[config.mk]
export PLATFORM = sky130hd
export DESIGN_NAME = hisoc_test_seq
export DESIGN_NICKNAME = d
export VERILOG_FILES = /design/src/rtl/hisoc_test_seq.sv
export SDC_FILE = /design/constraint.sdc
export NUM_CORES = 1
export LEC_CHECK = 0
export BUFFER_PORTS_ARGS = -buffer_cell sky130_fd_sc_hd__buf_2
export CAP_MARGIN = 0
export CORE_AREA = 2 2 107 109
export DETAILED_ROUTE_END_ITERATION = 10
export DIE_AREA = 0 0 109 111
export HOLD_SLACK_MARGIN = 0.03
export PLACE_DENSITY = 0.82
export SLEW_MARGIN = 40
export SYNTH_ARGS = -nofsm -noshare
export SYNTH_HDL_FRONTEND = slang
export SYNTH_SLANG_ARGS = --single-unit
export TNS_END_PERCENT = 100
[constraint.sdc]
create_clock -name clk -period 4 [get_ports clk]
set_input_delay 0 -clock clk [delete_from_list [all_inputs] [get_ports clk]]
set_output_delay 0 -clock clk [all_outputs]
set_load 0.1 [all_outputs]
[src/rtl/hisoc_test_seq.sv]
`default_nettype none
// ============================================================================
// hisoc_test_seq : loads, resets, runs and scores a sequence of HISOC tests
// Rev 1.0
// ============================================================================
module hisoc_test_seq #(
  parameter int TEST_NUM     = 37,
  parameter int CPU_WIDTH    = 32,
  parameter int RST_CYC      = 1,
  parameter int EN_DLY       = 5,
  parameter int SETTLE_CYC   = 4,
  parameter int TIMEOUT_CYC  = 2000,
  parameter int STOP_ON_FAIL = 1,
  parameter int ID_W         = (TEST_NUM > 1) ? $clog2(TEST_NUM) : 1
) (
  input  logic                 clk,
  input  logic                 rst,
  input  logic                 start,
  input  logic [CPU_WIDTH-1:0] done_reg,
  input  logic [CPU_WIDTH-1:0] pass_reg,
  input  logic [CPU_WIDTH-1:0] testnum_reg,
  output logic                 load_req,
  output logic [ID_W-1:0]      load_id,
  input  logic                 load_ack,
  output logic                 dut_rst_n,
  output logic                 dut_enable,
  output logic                 busy,
  output logic                 all_done,
  output logic [ID_W:0]        pass_cnt,
  output logic [ID_W:0]        fail_cnt,
  output logic [ID_W:0]        timeout_cnt,
  output logic                 fail_valid,
  output logic [ID_W-1:0]      fail_id,
  output logic [CPU_WIDTH-1:0] fail_testnum,
  output logic                 fail_timeout
);

  localparam int C_MAX_A   = (RST_CYC > EN_DLY) ? RST_CYC : EN_DLY;
  localparam int C_MAX_B   = (SETTLE_CYC > TIMEOUT_CYC) ? SETTLE_CYC : TIMEOUT_CYC;
  localparam int C_MAX_CYC = (C_MAX_A > C_MAX_B) ? C_MAX_A : C_MAX_B;
  localparam int CNT_W     = $clog2(C_MAX_CYC + 1);

  typedef enum logic [2:0] {
    S_IDLE, S_LOAD, S_RESET, S_DELAY, S_RUN, S_SETTLE, S_CHECK, S_DONE
  } state_t;

  state_t               state_q, state_d;
  logic [CNT_W-1:0]     cnt_q, cnt_d;
  logic                 tmo_q, tmo_d;
  logic                 pass_q, pass_d;
  logic [CPU_WIDTH-1:0] tnum_q, tnum_d;
  logic [ID_W-1:0]      id_d;
  logic                 w_launch;
  logic                 w_bad;

  always_comb begin
    state_d  = state_q;
    cnt_d    = cnt_q;
    tmo_d    = tmo_q;
    pass_d   = pass_q;
    tnum_d   = tnum_q;
    id_d     = load_id;
    w_launch = 1'b0;
    w_bad    = tmo_q || !pass_q;
    case (state_q)
      S_IDLE, S_DONE: begin
        if (start) begin
          state_d  = S_LOAD;
          id_d     = '0;
          w_launch = 1'b1;
        end
      end
      S_LOAD: begin
        if (load_ack) begin
          state_d = S_RESET;
          cnt_d   = '0;
        end
      end
      S_RESET: begin
        if (cnt_q == CNT_W'(RST_CYC - 1)) begin
          state_d = S_DELAY;
          cnt_d   = '0;
        end else begin
          cnt_d = cnt_q + CNT_W'(1);
        end
      end
      S_DELAY: begin
        if (cnt_q == CNT_W'(EN_DLY - 1)) begin
          state_d = S_RUN;
          cnt_d   = '0;
        end else begin
          cnt_d = cnt_q + CNT_W'(1);
        end
      end
      S_RUN: begin
        // Completion takes priority over a timeout landing on the same cycle.
        if (done_reg == CPU_WIDTH'(1)) begin
          state_d = S_SETTLE;
          cnt_d   = '0;
        end else if (cnt_q == CNT_W'(TIMEOUT_CYC - 1)) begin
          state_d = S_CHECK;
          tmo_d   = 1'b1;
        end else begin
          cnt_d = cnt_q + CNT_W'(1);
        end
      end
      S_SETTLE: begin
        // Core results are captured before CHECK puts the core back in reset.
        if (cnt_q == CNT_W'(SETTLE_CYC - 1)) begin
          state_d = S_CHECK;
          tmo_d   = 1'b0;
          pass_d  = (pass_reg == CPU_WIDTH'(1));
          tnum_d  = testnum_reg;
        end else begin
          cnt_d = cnt_q + CNT_W'(1);
        end
      end
      S_CHECK: begin
        if (w_bad && (STOP_ON_FAIL != 0)) begin
          state_d = S_DONE;
        end else if (load_id == ID_W'(TEST_NUM - 1)) begin
          state_d = S_DONE;
        end else begin
          state_d = S_LOAD;
          id_d    = load_id + ID_W'(1);
        end
      end
      default: state_d = S_IDLE;
    endcase
  end

  always_ff @(posedge clk or posedge rst) begin
    if (rst) begin
      state_q      <= S_IDLE;
      cnt_q        <= '0;
      tmo_q        <= 1'b0;
      pass_q       <= 1'b0;
      tnum_q       <= '0;
      load_id      <= '0;
      load_req     <= 1'b0;
      dut_rst_n    <= 1'b0;
      dut_enable   <= 1'b0;
      busy         <= 1'b0;
      all_done     <= 1'b0;
      pass_cnt     <= '0;
      fail_cnt     <= '0;
      timeout_cnt  <= '0;
      fail_valid   <= 1'b0;
      fail_id      <= '0;
      fail_testnum <= '0;
      fail_timeout <= 1'b0;
    end else begin
      state_q    <= state_d;
      cnt_q      <= cnt_d;
      tmo_q      <= tmo_d;
      pass_q     <= pass_d;
      tnum_q     <= tnum_d;
      load_id    <= id_d;
      load_req   <= (state_d == S_LOAD);
      dut_rst_n  <= (state_d == S_DELAY) || (state_d == S_RUN) || (state_d == S_SETTLE);
      dut_enable <= (state_d == S_RUN) || (state_d == S_SETTLE);
      busy       <= (state_d != S_IDLE) && (state_d != S_DONE);
      all_done   <= (state_d == S_DONE);
      fail_valid <= 1'b0;
      if (w_launch) begin
        pass_cnt     <= '0;
        fail_cnt     <= '0;
        timeout_cnt  <= '0;
        fail_id      <= '0;
        fail_testnum <= '0;
        fail_timeout <= 1'b0;
      end else if (state_q == S_CHECK) begin
        if (tmo_q) begin
          timeout_cnt  <= timeout_cnt + (ID_W+1)'(1);
          fail_valid   <= 1'b1;
          fail_id      <= load_id;
          fail_testnum <= '1;
          fail_timeout <= 1'b1;
        end else if (pass_q) begin
          pass_cnt <= pass_cnt + (ID_W+1)'(1);
        end else begin
          fail_cnt     <= fail_cnt + (ID_W+1)'(1);
          fail_valid   <= 1'b1;
          fail_id      <= load_id;
          fail_testnum <= tnum_q;
          fail_timeout <= 1'b0;
        end
      end
    end
  end

endmodule
`default_nettype wire

# == Yosys cells after proc, flatten, opt, wreduce, memory -nomap -nowiden ==
# Cells that the tools add are included.
# Widths: inputs -> output; s select.
# totals
register_bits,120
latch_bits,0
ram_bits,0
rom_bits,0
input_bits,100
elab_cells,132
mem_count,0
# classes
add_sub_neg,5
mul,0
div,0
magnitude_cmp,0
n_eq_ne,31
shifts,0
n_mux,54
n_bitwise,0
reduce_logical,24
# op_table
op,n
$mux 32,4
$mux 7,11
$mux 11,6
$eq 32x1->1 const B,2
$pmux 11 s5,1
$mux 6,7
$mux 3,9
$add 7x1->7 const B,3
$eq 3x3->1 const B,7
$pmux 3 s7,1
$ne 2x2->1 const B,8
$mux 1,13
$pmux 6 s2,1
$reduce_and 4->1,3
$add 11x1->11 const B,1
$eq 11x11->1 const B,1
$eq 11x2->1 const B,1
$eq 11x3->1 const B,1
$logic_not 11->1,1
$reduce_bool 2->1,5
$eq 3x2->1 const B,3
$add 6x1->6 const B,1
$eq 3x1->1 const B,2
$eq 6x6->1 const B,1
13 further kinds,21

# == Logic depth before layout (Yosys ltp) ==
# depth
word_depth,7
mapped_depth,8

# == Least setup slack after synthesis ==
# OpenSTA, ideal clock, no wires.
# synth_path
path_type,register -> register
from,register load_id[0]
to,register load_id[4]
setup_ps,74
arrival_time_ps,2330
required_time_ps,3926
path_slack_ps,1597
path_stages_with_launch,8
period_less_slack_ps,2403
path_cell_list,dfrtp_1 inv_1 ha_1 a41oi_1 a2bb2oi_1 nand4_1 xor2_1 nor2_1
# synth_via
elab_chain_len,4
elab_cells_between_ends,7
cone_classes,add/sub: 1; eq/ne: 2; mux: 3; reduce/logical: 1
# synth_lines
element,line,text
from (decl),23,"output logic [ID_W-1:0] load_id,"
from (signal assigned),158,load_id <= id_d;
$add 6x1->6,125,id_d = load_id + ID_W'(1);
$mux 6,121,end else if (load_id == ID_W'(TEST_NUM - 1)) begin
$mux 6,119,if (w_bad && (STOP_ON_FAIL != 0)) begin
$pmux 6 s2,65,case (state_q)
# Several ways; a longest one is shown, not always the timed one. The select of a mux whose other input is x is not followed.
# A chain may end at the register's enable or synchronous reset.

# == Worst setup path in the final report ==
# layout_path
from,register cnt_q[3]
to,register pass_q
# layout_via
elab_chain_len,2
# layout_lines
element,line,text
from (decl),48,"logic [CNT_W-1:0] cnt_q, cnt_d;"
from (signal assigned),154,cnt_q <= cnt_d;
$eq 11x2->1,109,if (cnt_q == CNT_W'(SETTLE_CYC - 1)) begin
$reduce_and 2->1 (no line),n/a,
to (signal assigned),156,pass_q <= pass_d;
to (decl),50,"logic pass_q, pass_d;"
# Every way passes these cells.

==> impl_metrics.yaml <==
worst_hold_path:
  hp-class: "in2reg"
  hold-path-endpoint: "dut_rst_n$_DFF_PP0_"
  hold_path_depth: 4
  min_from: "load_ack"
worst_setup_path:
  crit_family: "simple AND/OR/NAND/NOR gates"
  crit_slowest_cell: "dlygate4sd3_1"
  timing.rr.end: "pass_q$_DFFE_PP0P_"
  cp-start-kind: "register"
  arrival_ps: 3150
  cpPeakStageDelay_ps: 590
  r2r-start: "cnt_q[3]$_DFFE_PP0P_"
  critPathRequiredTime_ps: 4340
  rr_worst_depth: 6
  worst_setup_path_end_kind: "register"
  criticalPathCategory: "reg2reg"
  path_buf_inv: 2
  r2r_setup_slack_ps: 1200
  path_cells: "nor4_1 > nand2_1 > or3_1 > buf_4 > o31ai_1 > dlygate4sd3_1"
  cp_max_fo: 34
pwr:
  swShare: 0.506
  fin_total_pwr_mw: 6.56
  power_frac_comb: 0.468
  vdd_drop_max_mv: 0.799
  seqPwrFrac: 0.288
  intPower_mw: 3.24
  power.switching_mw: 3.32
  power_density_mw_per_mm2: 886
  leakage_nw: 3.58
  p_clk_frac: 0.244
grt:
  grt_start_max_net_pins: 77
  grt_pass1_vias: 5180
  antenna_found_initial: 1
  grt_overflow: 0
  grt_pass1_wl_um: 25200
  track_usage: 0.266
route:
  totalWireLength_um: 15100
  drt_iter0_markers: 363
  vias_per_cell: 5.51
  ant_nets: 0
  drc: 0
  drt_pre_antenna_iters: 5
  via_count: 5274
  wl_per_cell_um: 15.8
timing:
  rsz0062_at_grt: "false"
  hold_viol: 0
  finalCritPeriodShare: 0.701
  finalSetupViolations: 0
  fmax_ghz: 0.357
  slew_headroom: 0.507
  post-route-min-period_ps: 2800
  tns_ps: 0
  worst_slew_pin_slew_ps: 738
  fin_worst_skew_ps: 9.34
  slew_viol_final: 0
  whs_ps: 148
  fin_ws_ps: 1200
synthesis:
  syn_nets: 705
  synthFlopType: "dfrtp_1"
  synth_area_leader_cell: "dfrtp_1"
  async_reset_ff_frac: 1.00
  avgSynthCellArea_um2: 9.08
  netlist_instances: 598
  ys_seq_elements: 120
  ys_top_cells_by_area: "dfrtp_1 (55%), nand2_1 (10%), a21oi_1 (6.9%)"
  synth_top_area_frac: 0.553
  synthesis.area_mm2: 0.00543
  synth_edf_count: 0
  synth_warnings: 0
  synth_cell_type_count: 48
  yosysSeqAreaShare: 0.553
floorplanning:
  die_h_um: 111
  start_util: 0.490
  row_count: 39
  core_mm2: 0.0111
  io_pins: 172
  dieArea_mm2: 0.0121
  die_w_um: 109
clocking:
  cts_buffer_depth: 2
  cts_made_buffers: 17
  cts_root_buffer: "clkbuf_16"
  cts_max_level: 4
  cts-resized-gates: 0
  cts_tree: "built"
  clock_latency_ps: 410
  post_cts_buffers: 0
  clk_pin_slew_ps: 50
  cts.sinks: 120
status:
  outcome: "finished clean"
placed_design:
  place_congestion: 0.872
  dpl-instance-area_mm2: 0.00641
  place_ws_ps: 1540
  io_buffers: 171
  placed_cells: 887
  dpl.hpwl_um: 9420
cells_and_area:
  final_cells: 958
  fin_nets: 908
  layout_common_cells: "buf_2 (171), nand2_1 (145), dfrtp_1 (120)"
  finalInstanceArea_mm2: 0.00741
  final_common_cell: "buf_2"
  final_util: 0.669
  syn2layout_area_growth_pct: 36.4
  drive_gt1_frac: 0.263
run:
  cap_violations: 0
what timing repair did:
item | CTS | global route
endpoints found under the hold margin | 110 | 0
setup endpoints to repair | 0 | 0
hold buffers | 38 | 0
flip-flops by register name (all words and copies together) (netlist names), 3 cells and up:
signal,count
timeout_cnt,7
tnum_q,32
fail_id,6
fail_testnum,32
pass_cnt,7
load_id,6
fail_cnt,7
state_q,3
cnt_q,11
tightest hold or removal path, delay by kind of cell:
kind | cells | cell delay [ps]
AO/OA/AOI/OAI | 3 | 390
buffers and inverters | 1 | 110
how the worst max path moves through the flow:
stage | slack, ps | startpoint | cells after the start | endpoint
after floorplan | 810 | rst | 1 | all_done$_DFF_PP0_
after global placement | 1700 | state_q[0]$_DFF_PP0_ | 4 | fail_id[5]$_DFFE_PP0P_
after detailed placement | 1540 | state_q[0]$_DFF_PP0_ | 5 | fail_testnum[31]$_DFFE_PP0P_
after CTS | 1250 | cnt_q[3]$_DFFE_PP0P_ | 6 | pass_q$_DFFE_PP0P_
after global routing | 1000 | cnt_q[3]$_DFFE_PP0P_ | 6 | pass_q$_DFFE_PP0P_
final | 1200 | cnt_q[3]$_DFFE_PP0P_ | 6 | pass_q$_DFFE_PP0P_
synthesized netlist by cell type, drive strengths merged (8+ instances only):
master and instances:
inv 9, nor3 8, o21ai 21, dfrtp 120, xor2 11, a21oi 75, nor4 17, buf 9
clkbuf 23, nand4 11, nor2 70, nand2 145
power groups by stage:
| stage | Combinational [mW] | Sequential (mW) | Clock [mW] |
|---|---|---|---|
| after floorplan | 0.836 | 3.51 | 0 |
| after detailed placement | 2.99 | 1.89 | 0 |
| after global placement | 2.94 | 1.88 | 0 |
| after CTS | 3.06 | 1.88 | 1.61 |
| after global routing | 3.25 | 1.94 | 1.67 |
| final | 3.07 | 1.89 | 1.60 |
cells by family after synthesis:
kind of cell,after synthesis,synth area share
AO/OA/AOI/OAI,124,0.132
buffers and inverters,41,0.0318
flip-flops,120,0.553
adder cells (fa/ha/maj),7,0.0161
AND/OR/NAND/NOR,287,0.236
XOR/XNOR,17,0.0274
multiplexers,2,0.00392
per-layer routing:
layer / routed length, µm / vias to the layer above / part of all wire / global-route usage
met4: 505 / 0 / 0.033 / 0.134
li1: - / 2456 / - / -
met5: 0 / - / 0 / 0
met1: 6130 / 2564 / 0.41 / 0.334
met3: 861 / 45 / 0.057 / 0.0582
met2: 7600 / 209 / 0.50 / 0.430
final cells by class:
| type | instances | area (µm²) |
|---|---|---|
| Clock inverter | 7 | 141 |
| Fill cell | 858 | 3670 |
| Inverter | 9 | 38.8 |
| Tap cell | 143 | 179 |
| Antenna cell | 1 | 2.50 |
| Sequential cell | 120 | 3000 |
| Clock buffer | 25 | 475 |
| Multi-Input combinational cell | 437 | 2280 |
| Timing Repair Buffer | 216 | 1290 |
No activity file was read; power rests on OpenSTA's default activity.
